<file path="config.mk">
export PLATFORM = sky130hd
export DESIGN_NAME = piso_serializer_flat
export DESIGN_NICKNAME = d
export VERILOG_FILES = /design/src/rtl/piso_serializer_pkg.sv /design/src/rtl/piso_serializer_if.sv /design/src/rtl/piso_shreg.sv /design/src/rtl/piso_serializer.sv /design/src/flat_wrapper.sv
export SDC_FILE = /design/constraint.sdc
export NUM_CORES = 1
export LEC_CHECK = 0
export CORE_AREA = 10 10 47 49
export CTS_CLUSTER_SIZE = 14
export DETAILED_ROUTE_END_ITERATION = 12
export DIE_AREA = 0 0 57 59
export GPL_TIMING_DRIVEN = 0
export SKIP_CTS_REPAIR_TIMING = 1
export SLEW_MARGIN = 20
export SYNTH_ARGS = -nofsm -noshare
export SYNTH_HDL_FRONTEND = slang
export SYNTH_SLANG_ARGS = --single-unit
</file>
<file path="constraint.sdc">
create_clock -name clk -period 1.4 [get_ports clk]
set_clock_uncertainty 0.2 [all_clocks]
set_input_delay 0.28 -clock clk [delete_from_list [all_inputs] [get_ports clk]]
set_output_delay 0.28 -clock clk [all_outputs]
set_load 0.005 [all_outputs]
</file>
<file path="src/rtl/piso_serializer_pkg.sv">
// Shared types and helpers for the PISO serializer.
// Provides the FSM state encoding and the counter width function.
package piso_serializer_pkg;

    typedef enum logic {
        ST_IDLE  = 1'b0,
        ST_SHIFT = 1'b1
    } state_t;

    // Bit-counter width; a floor of 1 keeps the vector legal.
    function automatic int cnt_width(input int w);
        return (w < 2) ? 1 : $clog2(w);
    endfunction

endpackage

</file>
<file path="src/rtl/piso_serializer_if.sv">
// Load and serial-output bundle of the PISO serializer.
// master: upstream/downstream side; slave: the serializer.
interface piso_serializer_if #(
    parameter int WIDTH = 3
);
    logic [WIDTH-1:0] load_data;
    logic             load_valid;
    logic             load_ready;
    logic             ser_ready;
    logic             o;
    logic             o_valid;
    logic             last;
    logic             busy;

    modport master (
        output load_data, load_valid, ser_ready,
        input  load_ready, o, o_valid, last, busy
    );

    modport slave (
        input  load_data, load_valid, ser_ready,
        output load_ready, o, o_valid, last, busy
    );
endinterface

</file>
<file path="src/rtl/piso_shreg.sv">
// Loadable WIDTH-bit shift register with clear, load and shift.
// Ports: clk, clr, load, shift, d (parallel in), q (contents).
module piso_shreg #(
    parameter int WIDTH     = 3,
    parameter bit MSB_FIRST = 1'b1
) (
    input  logic             clk,
    input  logic             clr,
    input  logic             load,
    input  logic             shift,
    input  logic [WIDTH-1:0] d,
    output logic [WIDTH-1:0] q
);

    // Shift moves bits toward the output end, zero-filling.
    always_ff @(posedge clk) begin
        if (clr) begin
            q <= '0;
        end else if (load) begin
            q <= d;
        end else if (shift) begin
            if (MSB_FIRST)
                q <= {q[WIDTH-2:0], 1'b0};
            else
                q <= {1'b0, q[WIDTH-1:1]};
        end
    end

endmodule

</file>
<file path="src/rtl/piso_serializer.sv">
// Parallel-in serial-out serializer with load and stall handshakes.
// Ports: clk, reset (sync, active-low), bus (slave side of the bundle).
module piso_serializer
    import piso_serializer_pkg::*;
#(
    parameter int WIDTH     = 3,
    parameter bit MSB_FIRST = 1'b1
) (
    input  logic            clk,
    input  logic            reset,
    piso_serializer_if.slave bus
);

    localparam int CW  = cnt_width(WIDTH);
    localparam int OB  = MSB_FIRST ? WIDTH - 1 : 0;
    localparam logic [CW-1:0] CMAX = CW'(WIDTH - 1);

    state_t           state;
    logic [CW-1:0]    cnt;
    logic [WIDTH-1:0] q;
    logic             shifting;
    logic             last_w;
    logic             accept;
    logic             adv;

    assign shifting = (state == ST_SHIFT);
    assign last_w   = shifting && (cnt == CMAX);
    assign adv      = shifting && bus.ser_ready;

    // A new word can enter while the final bit is being consumed.
    assign bus.load_ready = reset &&
        (!shifting || (last_w && bus.ser_ready));
    assign accept = bus.load_valid && bus.load_ready;

    assign bus.o       = shifting && q[OB];
    assign bus.o_valid = shifting;
    assign bus.busy    = shifting;
    assign bus.last    = last_w;

    piso_shreg #(
        .WIDTH     (WIDTH),
        .MSB_FIRST (MSB_FIRST)
    ) u_shreg (
        .clk   (clk),
        .clr   (!reset || (adv && last_w && !accept)),
        .load  (accept),
        .shift (adv && !last_w),
        .d     (bus.load_data),
        .q     (q)
    );

    always_ff @(posedge clk) begin
        if (!reset) begin
            state <= ST_IDLE;
            cnt   <= '0;
        end else begin
            unique case (state)
                ST_IDLE: begin
                    if (accept) begin
                        state <= ST_SHIFT;
                        cnt   <= '0;
                    end
                end
                ST_SHIFT: begin
                    if (bus.ser_ready) begin
                        if (last_w) begin
                            cnt   <= '0;
                            state <= accept ? ST_SHIFT : ST_IDLE;
                        end else begin
                            cnt <= cnt + CW'(1);
                        end
                    end
                end
                default: begin
                    state <= ST_IDLE;
                    cnt   <= '0;
                end
            endcase
        end
    end

endmodule

</file>
<file path="src/flat_wrapper.sv">
// flat-port wrapper written by rule: the top's interface ports become plain ports
module piso_serializer_flat import piso_serializer_pkg::*;
#(
    parameter int WIDTH     = 3,
    parameter bit MSB_FIRST = 1'b1
)
  (clk, reset, bus_load_data, bus_load_valid, bus_ser_ready, bus_load_ready, bus_o, bus_o_valid, bus_last, bus_busy);
  piso_serializer_if #(.WIDTH(WIDTH)) bus_i ();
  input  logic clk;
  input  logic reset;
  input wire logic [$bits(bus_i.load_data)-1:0] bus_load_data;
  input wire logic [$bits(bus_i.load_valid)-1:0] bus_load_valid;
  input wire logic [$bits(bus_i.ser_ready)-1:0] bus_ser_ready;
  output wire logic [$bits(bus_i.load_ready)-1:0] bus_load_ready;
  output wire logic [$bits(bus_i.o)-1:0] bus_o;
  output wire logic [$bits(bus_i.o_valid)-1:0] bus_o_valid;
  output wire logic [$bits(bus_i.last)-1:0] bus_last;
  output wire logic [$bits(bus_i.busy)-1:0] bus_busy;
  assign bus_i.load_data = bus_load_data;
  assign bus_i.load_valid = bus_load_valid;
  assign bus_i.ser_ready = bus_ser_ready;
  assign bus_load_ready = bus_i.load_ready;
  assign bus_o = bus_i.o;
  assign bus_o_valid = bus_i.o_valid;
  assign bus_last = bus_i.last;
  assign bus_busy = bus_i.busy;
  piso_serializer #(.WIDTH(WIDTH), .MSB_FIRST(MSB_FIRST)) u_core (.clk(clk), .reset(reset), .bus(bus_i));
endmodule
</file>
---- Word-level counts from Yosys, hierarchy flattened ----
Index checks and enable logic that the tools add are counted.
word-level totals
  flip-flop bits (word level) ............. 6
  bits in latches ......................... 0
  bits in writable memories ............... 0
  bits in read-only memories .............. 0
  input bits .............................. 7
  output and inout port bits .............. 5
  word-level logic and storage cells ...... 35
  memories kept ........................... 0
cells by class
  $add $sub $neg .......................... 1
  multiply operators ...................... 0
  div/mod/pow operators ................... 0
  $lt $le $gt $ge ......................... 0
  eq/ne operators ......................... 3
  shift operators ......................... 0
  muxes and demuxes ....................... 10
  bitwise gates (word level) .............. 1
  reduce and logical (&&, ||, !) cells .... 17
operators by type and width
  kind                                                   number
  logical AND 1 bit                                      9
  2-to-1 mux 2 bit                                       3
  2-to-1 mux 3 bit                                       2
  zero test 1 bit                                        4
  case mux 2 bit (2 select lines)                        1
  2-to-1 mux 1 bit                                       3
  adder 2 x 1 -> 2 bit, second input constant            1
  == test 2 bit, second input constant                   1
  logical OR 1 bit                                       2
  inequality test 2 x 1 -> 1 bit, second input constant  1
  inequality test 2 bit, second input constant           1
  case mux 1 bit (2 select lines)                        1
  AND reduction 2 bit                                    1
  nonzero test 2 bit                                     1
  inverter 1 bit                                         1

---- Longest topological paths before layout ----
  depth after elaboration ................. 10
  mapped depth ............................ 5
  mapped depth without buffers ............ 4

---- Hierarchy ----
From an unflattened synthesis, not the netlist that was laid out.
unflattened totals
  cells, all modules ...................... 38
  area total of the unflattened synthesis .. 345.3 µm²
modules (own cells, without submodules)
  module           times used  cells each  area an instance (µm²)  sequential area each (µm²)
  piso_serializer  1           25          211.5                   60.1
  piso_shreg       1           13          133.9                   60.1

---- Worst setup path before layout ----
OpenSTA, ideal clock, no wires.
  kind .................................... reg2reg
  start point ............................. reg u_core.state, in the netlist u_core.bus.busy
  end point ............................... reg u_core.u_shreg.q[0]
  setup time .............................. 138 ps
  data arrival time ....................... 977 ps
  data required time ...................... 1062 ps
  setup slack ............................. 85 ps
  cell stages (with the launch flop) ...... 5
  buffers on the path ..................... 1
  period minus slack after synthesis ...... 1315 ps
  cell sequence ........................... dfxtp_1 > buf_4 > nand2_2 > o31ai_1 > a21oi_1
on the way
  word-level cells in the longest chain between the ends .. 8
  elaborated cells between the ends (all ways) .. 15
  those cells by class .................... mux: 1; reduce/logical: 14
ends and longest elaborated chain
  element                   RTL line               RTL
  start: declaration        piso_serializer.sv:18  state_t state;
  start signal: assignment  piso_serializer.sv:68  state <= accept ? ST_SHIFT : ST_IDLE;
  logical AND 1 bit         piso_serializer.sv:27  assign last_w = shifting && (cnt == CMAX);
  logical AND 1 bit         piso_serializer.sv:32  (!shifting || (last_w && bus.ser_ready));
  logical OR 1 bit          piso_serializer.sv:32
  logical AND 1 bit         piso_serializer.sv:31  assign bus.load_ready = reset &&
  logical AND 1 bit         piso_serializer.sv:33  assign accept = bus.load_valid && bus.load_ready;
  zero test 1 bit           piso_serializer.sv:45  .clr (!reset || (adv && last_w && !accept)),
  logical AND 1 bit         piso_serializer.sv:45
  logical OR 1 bit          piso_serializer.sv:45
  end signal: assignment    piso_shreg.sv:23       q <= {q[WIDTH-2:0], 1'b0};
  end signal: assignment    piso_shreg.sv:25       q <= {1'b0, q[WIDTH-1:1]};
  end: declaration          piso_shreg.sv:12       output logic [WIDTH-1:0] q
Parallel ways exist; a longest one is shown, timed or not.
A chain may end at the register's enable or synchronous reset.

---- Worst setup path in the final report ----
  start point ............................. reg u_core.cnt[1]
  end point ............................... out bus_load_ready
on the way
  word-level cells in the longest chain between the ends .. 5
ends and longest elaborated chain
  element                   RTL line               RTL
  start: declaration        piso_serializer.sv:19  logic [CW-1:0] cnt;
  start signal: assignment  piso_serializer.sv:70  cnt <= cnt + CW'(1);
  == test 2 bit             piso_serializer.sv:27
  logical AND 1 bit         piso_serializer.sv:27
  logical AND 1 bit         piso_serializer.sv:32
  logical OR 1 bit          piso_serializer.sv:32
  logical AND 1 bit         piso_serializer.sv:31
  end: declaration          flat_wrapper.sv:14     output wire logic [$bits(bus_i.load_ready)-1:0] bus_load_ready;
Every way passes these cells.

==> impl_metrics.toml <==
[yosys]
yosysMostFrequentCell = "dfxtp_1"
synth_area_leaders = "dfxtp_1 33%, a21oi_1 5.5%, mux2i_1 5.5%, nand3b_4 5.5%, nand3_1 4.1%"
syn-num-nets = 46
synth.cell_area_um2 = 363
syn_inst = 39
syn_avg_cell_area_um2 = 9.30
synth_edf_count = 0
synth_commonest_cells = "6 x dfxtp_1, 4 x a21oi_1, 3 x nand2_1, 3 x nand3_1"
netlist.area_leader.share_pct = 33.1
synthFlopType = "dfxtp_1"
ys_ff_latch = 6
synth_top_area_cell = "dfxtp_1"
yosysUniqueCellTypes = 21
ys_seq_area_share_pct = 33.1
yosys_warnings = 0
async_reset_ff_share_pct = 0

[cts]
root_buffer = "clkbuf_4"
cts_buffer_depth = 2
path_clk_slew_ps = 50
cts_sinks = 6
numCtsBuffers = 3
cts_tree = "built"
clk_latency_ps = 260
cts_max_level = 1

[sta]
worst_slew_pin_slew_ps = 450
setup_viol = 7
fmax_mhz = 644
max_slew_margin_pct = 69.7
report.final.slew_viol_count = 0
fin_ws_ps = -152
post-route-period-util_pct = 111
grt_setup_unrepaired = "true"
hold_viol = 0
period_needed_ps = 1550

[power]
p_int_w = 0.000335
swShare_pct = 25.7
leakagePower_nw = 0.277
peakVddDrop_mv = 0.448
powerDensity_nw_per_um2 = 789
power_frac_comb_pct = 21.3
p_clk_share_pct = 37.5
p_sw_w = 0.000116
pwr-share-seq_pct = 41.2

[global_route]
grt_pass1_wl_mm = 1.43
antenna_found_initial = 0
grt_use_total_pct = 5.60
gr-total-overflow = 0
grt_max_degree = 10
grt_pass1_vias = 297

[placed_design]
dp_slack_ps = -815
io_buffers = 11
place_congestion = 0.661
dpl-instance-area_um2 = 493
dp_hpwl_um = 670

[worst_hold_path]
worstHoldPathType = "input port to flip-flop"

[status]
violations = "negative setup slack"
status = "finished with violations"

[route]
via_per_inst = 4.82
drt_iter0_markers = 6
drc = 0
drt_wl_total_um = 895
vias = 357
ant_nets = 0
wl_per_cell_um = 12.1
first_pass_iters = 2

[floorplanning]
die_area_um2 = 3360
io_pins = 12
dieWidth_um = 57
core.rowCount = 14
start_util_pct = 25.9
dieHeight_um = 59
core-area_um2 = 1400

[critical_path]
cp_cell_sequence = "buf_4 > nand3b_4 > a21boi_2 > buf_2"
cp_slowest_stage_delay_ps = 370
r2r_setup_slack_ps = -60
cp.required_ps = 920
critical_path_class = "flip-flop to output port"
worstPathMaxFanout = 6
cp_top_family = "flip-flops"
crit_slowest_cell = "dfxtp_4"
cp-start-kind = "flip-flop"
cp-end-kind = "output port"
path_buf_inv = 2
arrival_ps = 1070

[finish]
syn2layout_area_growth_pct = 57.2
final_area_um2 = 571
nNetsFinal = 67
insertedDiodeCount = 0
drive_gt1_share_pct = 41.4

[job]
max_cap_viol_count = 0
[through the flow]
stage | util (%) | setup TNS, ps | total power (W) | hold WS (ps) | instances
2_1_floorplan | - | 0 | 0.000232 | 208 | 39
3_3_place_gp | 35.2 | -3340 | 0.000274 | 264 | 66
3_5_place_dp | 35.2 | -3350 | 0.000275 | 271 | 66
4_1_cts | 36.8 | -3060 | 0.000446 | 278 | 69
5_1_grt | 40.7 | -1080 | 0.000483 | 182 | 74
6_report | 40.7 | -420 | 0.000450 | 173 | 74
[path summary, 6_finish.rpt]
path,start,endpoint,cells past startpoint
worst max register to register,u_core.bus.busy,u_core.u_shreg.q[0],5
worst min register to register,u_core.u_shreg.q[0],u_core.u_shreg.q[0],2
worst min-delay path,reset,u_core.bus.busy,2
worst max-delay path,u_core.cnt[1],bus_load_ready,4
[kinds of logic after synthesis]
logic type | synth area share, %
muxes | 5.52
buffers and inverters | 4.14
AOI/OAI and AO/OA | 23.4
and+or+nand+nor | 33.8
DFF | 33.1
[routing by layer]
metal / up-vias / GRT usage [%] / part of all wire (%)
met5: - / 0 / 0
met4: 0 / 5.03 / 3.9
met3: 5 / 3.65 / 10
met2: 12 / 6.98 / 43
met1: 162 / 6.25 / 42
li1: 178 / - / -
[power groups by stage]
stage / clock [W] / combinational (W) / sequential [W]
detailed placement: 0 / 0.0000850 / 0.000190
floorplan: 0 / 0.0000432 / 0.000188
finish: 0.000169 / 0.0000959 / 0.000186
CTS: 0.000174 / 0.0000855 / 0.000186
global placement: 0 / 0.0000846 / 0.000189
global route: 0.000191 / 0.000105 / 0.000187
[flip-flops by register name, summed over array words and instances (netlist names)]
signal            count
u_core.bus.busy       1
u_core.u_shreg.q      3
u_core.cnt            2
[placed cells by master, fill, tap and decap left out, drive strengths merged]
cell type / count
and2: 2
buf: 10
clkdlybuf4s50: 4
clkbuf: 3
or3: 1
dfxtp: 6
a21boi: 2
nand3b: 1
nor2b: 3
nor2: 3
nand2: 4
a211oi: 1
o31ai: 1
nand2b: 1
a21oi: 4
a21o: 1
mux2i: 2
dlymetal6s2s: 4
a22oi: 2
nand3: 3
[area by class of cell]
class / count / area [um^2]
timing repair buffer: 16 / 149
fill: 159 / 831
buffer: 2 / 18.8
tap: 16 / 20.0
clock buffer: 3 / 22.5
multi-input combinational: 31 / 234
sequential: 6 / 126
(Power assumes the default switching activity.)
